`src/rtl/da_serial_mac_if.sv`:
```
// rtl/da_serial_mac_if.sv - sample, LUT and result signals of the DA serial MAC (flush port with DA_FLUSH_EN)
interface da_serial_mac_if #(
   parameter int DATA_W = 16,
   parameter int TAPS   = 8,
   parameter int LUT_W  = 32,
   parameter int OUT_W  = 48
);
   logic              in_valid;
   logic              in_ready;
   logic [DATA_W-1:0] in_data;
   logic [TAPS-1:0]   lut_addr;
   logic [LUT_W-1:0]  lut_data;
   logic              out_valid;
   logic [OUT_W-1:0]  out_data;
   logic              busy;
`ifdef DA_FLUSH_EN
   logic              flush;
`endif

   // engine side
   modport master (
      input  in_valid, in_data, lut_data,
`ifdef DA_FLUSH_EN
      input  flush,
`endif
      output in_ready, lut_addr, out_valid, out_data, busy
   );

   // sample source, LUT and result sink side
   modport slave (
      output in_valid, in_data, lut_data,
`ifdef DA_FLUSH_EN
      output flush,
`endif
      input  in_ready, lut_addr, out_valid, out_data, busy
   );
endinterface

```
`src/rtl/da_serial_mac.sv`:
```
// rtl/da_serial_mac.sv - bit-serial distributed-arithmetic FIR MAC engine (optional flush: DA_FLUSH_EN)
module da_serial_mac #(
   parameter int DATA_W = 16,
   parameter int TAPS   = 8,
   parameter int LUT_W  = 32,
   parameter int OUT_W  = 48
) (
   input  logic           clk,
   input  logic           rst_n,
   da_serial_mac_if.master bus
);
   localparam int              CNT_W    = $clog2(DATA_W);
   localparam logic [CNT_W-1:0] CNT_LAST = CNT_W'(DATA_W - 1);

   typedef enum logic [1:0] {
      S_IDLE,
      S_CALC,
      S_DONE
   } state_t;

   state_t            state_q, state_d;
   logic [DATA_W-1:0] x_q [TAPS];
   logic [DATA_W-1:0] x_d [TAPS];
   logic [OUT_W-1:0]  acc_q, acc_d;
   logic [CNT_W-1:0]  cnt_q, cnt_d;
   logic [OUT_W-1:0]  out_data_q, out_data_d;
   logic              out_valid_q, out_valid_d;
   logic [OUT_W-1:0]  lut_ext;
   logic [OUT_W-1:0]  term;
   logic              flush_w;

`ifdef DA_FLUSH_EN
   assign flush_w = bus.flush;
`else
   assign flush_w = 1'b0;
`endif

   // partial sum weighted by the current bit-plane
   assign lut_ext = {{(OUT_W - LUT_W){bus.lut_data[LUT_W-1]}}, bus.lut_data};
   assign term    = lut_ext << cnt_q;

   assign bus.in_ready  = (state_q == S_IDLE);
   assign bus.busy      = (state_q != S_IDLE);
   assign bus.out_valid = out_valid_q;
   assign bus.out_data  = out_data_q;

   // LUT address: one bit per tap from the bit-plane being scanned, zero outside CALC
   always_comb begin
      bus.lut_addr = '0;
      if (state_q == S_CALC) begin
         for (int i = 0; i < TAPS; i++) begin
            bus.lut_addr[i] = x_q[i][cnt_q];
         end
      end
   end

   // next-state: accept and shift, serial shift-accumulate, publish result
   always_comb begin
      state_d     = state_q;
      x_d         = x_q;
      acc_d       = acc_q;
      cnt_d       = cnt_q;
      out_data_d  = out_data_q;
      out_valid_d = 1'b0;

      case (state_q)
         S_IDLE: begin
            if (bus.in_valid) begin
               x_d[0] = bus.in_data;
               for (int i = 1; i < TAPS; i++) begin
                  x_d[i] = x_q[i-1];
               end
               acc_d   = '0;
               cnt_d   = '0;
               state_d = S_CALC;
            end
         end
         S_CALC: begin
            if (cnt_q == CNT_LAST) begin
               // sign bit-plane carries negative weight in two's complement
               acc_d   = acc_q - term;
               cnt_d   = '0;
               state_d = S_DONE;
            end else begin
               acc_d = acc_q + term;
               cnt_d = cnt_q + CNT_W'(1);
            end
         end
         S_DONE: begin
            out_data_d  = acc_q;
            out_valid_d = 1'b1;
            state_d     = S_IDLE;
         end
         default: begin
            state_d = S_IDLE;
         end
      endcase

      // flush wins over any same-cycle acceptance or completion
      if (flush_w) begin
         for (int i = 0; i < TAPS; i++) begin
            x_d[i] = '0;
         end
         acc_d       = '0;
         cnt_d       = '0;
         out_data_d  = out_data_q;
         out_valid_d = 1'b0;
         state_d     = S_IDLE;
      end
   end

   // state register with synchronous active-low reset
   always_ff @(posedge clk) begin
      if (!rst_n) begin
         state_q <= S_IDLE;
         for (int i = 0; i < TAPS; i++) begin
            x_q[i] <= '0;
         end
         acc_q       <= '0;
         cnt_q       <= '0;
         out_data_q  <= '0;
         out_valid_q <= 1'b0;
      end else begin
         state_q     <= state_d;
         x_q         <= x_d;
         acc_q       <= acc_d;
         cnt_q       <= cnt_d;
         out_data_q  <= out_data_d;
         out_valid_q <= out_valid_d;
      end
   end
endmodule

```
`src/flat_wrapper.sv`:
```
// flat-port wrapper written by rule: the top's interface ports become plain ports
module da_serial_mac_flat 
#(
   parameter int DATA_W = 16,
   parameter int TAPS   = 8,
   parameter int LUT_W  = 32,
   parameter int OUT_W  = 48
)
  (clk, rst_n, bus_in_valid, bus_in_data, bus_lut_data, bus_in_ready, bus_lut_addr, bus_out_valid, bus_out_data, bus_busy);
  da_serial_mac_if #(.DATA_W(DATA_W), .TAPS(TAPS), .LUT_W(LUT_W), .OUT_W(OUT_W)) bus_i ();
  input  logic clk;
  input  logic rst_n;
  input wire logic [$bits(bus_i.in_valid)-1:0] bus_in_valid;
  input wire logic [$bits(bus_i.in_data)-1:0] bus_in_data;
  input wire logic [$bits(bus_i.lut_data)-1:0] bus_lut_data;
  output wire logic [$bits(bus_i.in_ready)-1:0] bus_in_ready;
  output wire logic [$bits(bus_i.lut_addr)-1:0] bus_lut_addr;
  output wire logic [$bits(bus_i.out_valid)-1:0] bus_out_valid;
  output wire logic [$bits(bus_i.out_data)-1:0] bus_out_data;
  output wire logic [$bits(bus_i.busy)-1:0] bus_busy;
  assign bus_i.in_valid = bus_in_valid;
  assign bus_i.in_data = bus_in_data;
  assign bus_i.lut_data = bus_lut_data;
  assign bus_in_ready = bus_i.in_ready;
  assign bus_lut_addr = bus_i.lut_addr;
  assign bus_out_valid = bus_i.out_valid;
  assign bus_out_data = bus_i.out_data;
  assign bus_busy = bus_i.busy;
  da_serial_mac #(.DATA_W(DATA_W), .TAPS(TAPS), .LUT_W(LUT_W), .OUT_W(OUT_W)) u_core (.clk(clk), .rst_n(rst_n), .bus(bus_i));
endmodule
```
`config.mk`:
```
export PLATFORM = sky130hd
export DESIGN_NAME = da_serial_mac_flat
export DESIGN_NICKNAME = d
export VERILOG_FILES = /design/src/rtl/da_serial_mac_if.sv /design/src/rtl/da_serial_mac.sv /design/src/flat_wrapper.sv
export SDC_FILE = /design/constraint.sdc
export NUM_CORES = 1
export LEC_CHECK = 0
export ABC_AREA = 1
export BUFFER_PORTS_ARGS = -buffer_cell sky130_fd_sc_hd__buf_2
export CAP_MARGIN = 20
export CORE_ASPECT_RATIO = 1.25
export CORE_MARGIN = 3
export CORE_UTILIZATION = 55
export CTS_BUF_LIST = sky130_fd_sc_hd__clkbuf_4 sky130_fd_sc_hd__clkbuf_8
export DETAILED_ROUTE_END_ITERATION = 10
export PLACE_DENSITY = 0.81
export SYNTH_ARGS = -nofsm -noshare
export SYNTH_HDL_FRONTEND = slang
export SYNTH_SLANG_ARGS = --single-unit
```
`constraint.sdc`:
```
create_clock -name clk -period 6.36 [get_ports clk]
set_input_delay 0.636 -clock clk [delete_from_list [all_inputs] [get_ports clk]]
set_output_delay 0.636 -clock clk [all_outputs]
set_load 0.01 [all_outputs]
```
After elaboration in Yosys (flattened, before gate mapping)
Index checks and enable logic that the tools add are counted.

Input port bits: 51. Flip-flop bits (word level): 231. Word-level logic and storage cells: 56.

Eq/ne operators: 5. Mux-type cells: 27. Shift operators: 1. Add/sub/neg operators: 3. Magnitude comparators: 1. Reductions and logical operators: 6.

Operators by type and width (count): two-way mux 48 bit (2); case mux 48 bit (2 select lines) (1); adder 48 bit (1); << shifter 48 x 4 -> 48 bit (1); subtractor 48 bit (1); binary-select mux 1 bit (select 4 bit) (8); two-way mux 1 bit (9); two-way mux 4 bit (2); two-way mux 8 bit (1); case mux 4 bit (2 select lines) (1); AND reduction 2 bit (3); less-than comparator 4 x 5 -> 1 bit (second input constant) (1); adder 4 x 1 -> 4 bit (second input constant) (1); equality test 4 bit (second input constant) (1); two-way mux 2 bit (2); != test 2 bit (second input constant) (2); case mux 2 bit (2 select lines) (1); nonzero test 2 bit (2); equality test 2 x 1 -> 1 bit (second input constant) (1); equality test 2 bit (second input constant) (1); logical NOT 2 bit (1).

Depth between registers and ports, before layout
Depth after elaboration: 4. Depth in mapped cells: 33.

Least setup slack after synthesis
OpenSTA, ideal clock, no wires.

Path type: in2reg. Start: in bus_lut_data[0]. End: reg u_core.acc_q[44]. Setup slack: 2.740 ns. Path buffers: 0. Required time: 6.228 ns. Arrival: 3.488 ns. Stages: 26. Setup time: 0.132 ns. Path through: nand3_1 -> nor2_1 -> nand2_1 -> nand2_1 -> nor2_2 -> nand3_2 -> nor2_2 -> nand2_2 -> nor2_4 -> inv_2 -> nor3_2 -> nor2_1 -> a21oi_2 -> xnor2_1 -> ha_1 -> a21oi_1 -> o21ai_0 -> a21oi_1 -> o21ai_0 -> nand2_1 -> nand4_1 -> nand2_1 -> o211ai_1 -> or2_2 -> nand2_1 -> a21oi_1.

Word-level cells in the longest chain between the ends: 4. Elaborated cells between the ends (all ways): 5. Those cells by class: add/sub: 2; shift: 1; mux: 2.

RTL lines: start: declaration (RTL line flat_wrapper.sv:15) `input wire logic [$bits(bus_i.lut_data)-1:0] bus_lut_data;`; << shifter 48 x 4 -> 48 bit (*) (RTL line da_serial_mac.sv:40) `assign term = lut_ext << cnt_q;`; adder 48 bit or subtractor 48 bit (tied branches) (RTL line da_serial_mac.sv:85, da_serial_mac.sv:81); two-way mux 48 bit (*) (RTL line da_serial_mac.sv:79) `if (cnt_q == CNT_LAST) begin`; case mux 48 bit (2 select lines) (*) (RTL line da_serial_mac.sv:66) `case (state_q)`; end signal: assignment (RTL line da_serial_mac.sv:119) `acc_q <= '0;`; end signal: assignment (RTL line da_serial_mac.sv:126) `acc_q <= acc_d;`; end: declaration (RTL line da_serial_mac.sv:24) `logic [OUT_W-1:0] acc_q, acc_d;`.

Mark *: on every way between the ends. The rest lies on a longest branch, timed or not. A chain may end at the register's enable or synchronous reset.

Worst setup path in the final report
Start: reg u_core.cnt_q[0]. End: reg u_core.acc_q[40].

Word-level cells in the longest chain between the ends: 4. Elaborated cells between the ends (all ways): 6. Those cells by class: add/sub: 2; eq/ne: 1; shift: 1; mux: 2.

RTL lines: start: declaration (RTL line da_serial_mac.sv:25) `logic [CNT_W-1:0] cnt_q, cnt_d;`; start signal: assignment (RTL line da_serial_mac.sv:127) `cnt_q <= cnt_d;`; << shifter 48 x 4 -> 48 bit (RTL line da_serial_mac.sv:40); adder 48 bit or subtractor 48 bit (tied branches) (RTL line da_serial_mac.sv:85, da_serial_mac.sv:81); two-way mux 48 bit (*) (RTL line da_serial_mac.sv:79); case mux 48 bit (2 select lines) (*) (RTL line da_serial_mac.sv:66).

Marked as above.

==> impl_metrics.tcl <==
set metrics [dict create \
    drcViolationCount 0 \
    clock_latency_ns 0.58 \
    syn_nets 2536 \
    crit_required_ns 6.78 \
    crit_type "flip-flop to flip-flop" \
    track_usage_pct 31.24 \
    antenna_cells 0 \
    tightest_slew_ns 1.095 \
    syn2layout_area_growth_pct 8.911 \
    first_iter_violations 1498 \
    min_period_ns 5.350 \
    critical_path.most_common_cell "nand2_1" \
    switching_share_pct 34.82 \
    initial_utilization_pct 56.61 \
    clockBufferDepth 3 \
    cts_buffers 38 \
    worstPathArrival_ns 5.77 \
    hold_viol_final 0 \
    postSynthAreaPerCell_um2 6.317 \
    final_common_cell "nor2_1" \
    final_cell_mix "530 x nor2_1, 354 x nand2_1, 312 x o21ai_0, 227 x dfxtp_1, 210 x nand3_1" \
    synth_top_area_share_pct 30.08 \
    core-area_um2 27160 \
    synth_cells 2434 \
    status "complete, no violations" \
    grt_overflow 0 \
    synth_edf_count 0 \
    grt_pass1_vias 15480 \
    antenna_found_initial 0 \
    dieArea_um2 30010 \
    gp_congestion 0.9551 \
    grt_max_degree 131 \
    utilization_pct 61.65 \
    finalSetupViolations 0 \
    min_from "bus_in_data[4]" \
    grt_pass1_wl_um 77000 \
    nets 2568 \
    cp-startpoint "u_core.cnt_q[0]" \
    post_cts.repair.setup_buffers 0 \
    rsz0062_at_grt "false" \
    reg2reg_from "u_core.cnt_q[0]" \
    drv_cap 0 \
    route.vias.total 16572 \
    routed_wl_um 48370 \
    synth.area.top_cells "dfxtp_1 30%, nor2_1 13%, o21ai_0 10%, nand2_1 8.7%, nand3_1 6.8%" \
    io_pins 110 \
    synth-seq-area-share_pct 30.08 \
    path_max_fanout 70 \
    cts_resized 0 \
    clock_sinks 231 \
    cts_tree "yes" \
    pwr-share-comb_pct 26.3 \
    yosysWarnings 0 \
    ir_drop_mv 0.2048 \
    holdCritPathClass "input pin to flip-flop" \
    first_pass_iters 5 \
    die_w_um 155.6 \
    p_int_w 0.002700 \
    synth_area_leader_cell "dfxtp_1" \
    cts_hold_buf 0 \
    fmax_ghz 0.1869 \
    portBuffers 109 \
    synth-main-ff-cell "dfxtp_1" \
    clkPwrFrac_pct 34.3 \
    finClkSkew_ns 0.02953 \
    critPathMaxStageDelay_ns 0.59 \
    htree_levels 2 \
    max_slew_margin_pct 26.98 \
    setup-tns-final_ns 0 \
    p_seq_share_pct 39.4 \
    power.density_nw_per_um2 247.3 \
    p_sw_w 0.001442 \
    endpoint_kind "flip-flop" \
    async_flop_share_pct 0 \
    drive_gt1_share_pct 13.13 \
    cts_root_buf "clkbuf_8" \
    critPathLaunchType "flip-flop" \
    dieHeight_um 192.9 \
    rows 67 \
    wl_per_cell_um 17.06 \
    path_clk_slew_ns 0.07 \
    netlist_area_um2 15380 \
    vias_per_cell 5.846 \
    postRouteAntennaNets 0 \
    slowest_stage "buf_4" \
    report.final.slew_viol_count 0 \
    ys_types 53 \
    leakage_nw 7.453 \
    post-route-period-util_pct 84.12 \
    ys_ff_latch 231 \
    hpwl_um 35150 \
]
## per-stage QoR
stage / instances / cell area [um2] / setup slack, ns / power (W) / hold WS [ns]
after global routing: 2835 / 16750 / 0.5020 / 0.004375 / 0.3204
after CTS: 2834 / 16720 / 1.051 / 0.004144 / 0.3014
after global placement: 2770 / 15900 / 1.183 / 0.002705 / 0.4572
after floorplan: 2434 / 15380 / 2.740 / 0.002446 / 0.4495
final: 2835 / 16750 / 1.010 / 0.004142 / 0.3175
after detailed placement: 2770 / 15900 / 1.058 / 0.002727 / 0.4644
## power by group through the flow
stage	clock, W	combinational (W)	sequential (W)
finish	0.00142	0.00109	0.00163
global route	0.00151	0.00123	0.00164
CTS	0.00144	0.00107	0.00163
detailed placement	0	0.00107	0.00166
global placement	0	0.00105	0.00166
floorplan	0	0.000822	0.00162
## synth_stat cells, types with 16 or more instances
| cell type | number |
|---|---|
| nor2_1 | 532 |
| nand2_1 | 355 |
| o21ai_0 | 312 |
| dfxtp_1 | 231 |
| nand3_1 | 210 |
| a21oi_1 | 152 |
| inv_1 | 139 |
| clkbuf_1 | 92 |
| ha_1 | 50 |
| xor2_1 | 33 |
| nand2_2 | 32 |
| inv_2 | 22 |
| o221ai_1 | 21 |
| buf_2 | 20 |
| a31oi_1 | 19 |
| nor2_2 | 16 |
| nor3_1 | 16 |
| o211ai_1 | 16 |
## final cells by class
type | instances | area [um2]
repair buffers | 129 | 718.2
clock inverters | 8 | 105.1
clock buffers | 56 | 714.4
well taps | 345 | 431.7
fillers | 2683 | 10420
inverters | 164 | 623.1
flip-flops and latches | 231 | 4629
multi-input cells | 1902 | 9524
## metal layers
metal | GRT usage (%) | vias to the layer above | part of all wire, %
li1 | - | 8188 | -
met2 | 55.23 | 619 | 49
met1 | 37.61 | 7622 | 40
met5 | 0 | - | 0
met4 | 14.89 | 0 | 4.5
met3 | 3.952 | 143 | 6.0
## critical path: cells and delay by family, from the launching register on
kind	cells	cell delay, ns
flip-flops	1	0.36
adder cells (fa/ha/maj)	1	0.30
XOR/XNOR	1	0.32
buffers and inverters	4	1.16
AO/OA/AOI/OAI	6	0.86
AND/OR/NAND/NOR	15	2.15
## worst paths after layout
| kind | endpoint | cells past startpoint | slack, ns |
|---|---|---|---|
| setup / recovery | u_core.acc_q[40] | 27 | 1.01 |
| hold reg to reg | u_core.bus.out_data[35] | 2 | 0.47 |
| hold / removal | u_core.x_q[116] | 3 | 0.32 |
| setup reg to reg | u_core.acc_q[40] | 27 | 1.01 |
## state kept, by name, indices dropped and copies added, names as in the netlist
name	count
u_core.acc_q	48
u_core.cnt_q	4
u_core.bus.out_data	48
u_core.state_q	2
u_core.x_q	128
u_core.bus.out_valid	1
## kinds of logic (layout without fill, tap and decap cells)
logic type                 Yosys count  in the layout  synth area share, %
xor gates and xnor gates            41             41                2.335
adders and majority gates           51             51                4.199
AOI/OAI and AO/OA                  583            583                20.79
buffers and inverters              301            357                8.097
and+or+nand+nor                   1227           1227                34.50
DFF                                231            231                30.08
Power figures use the tool's default switching activity.
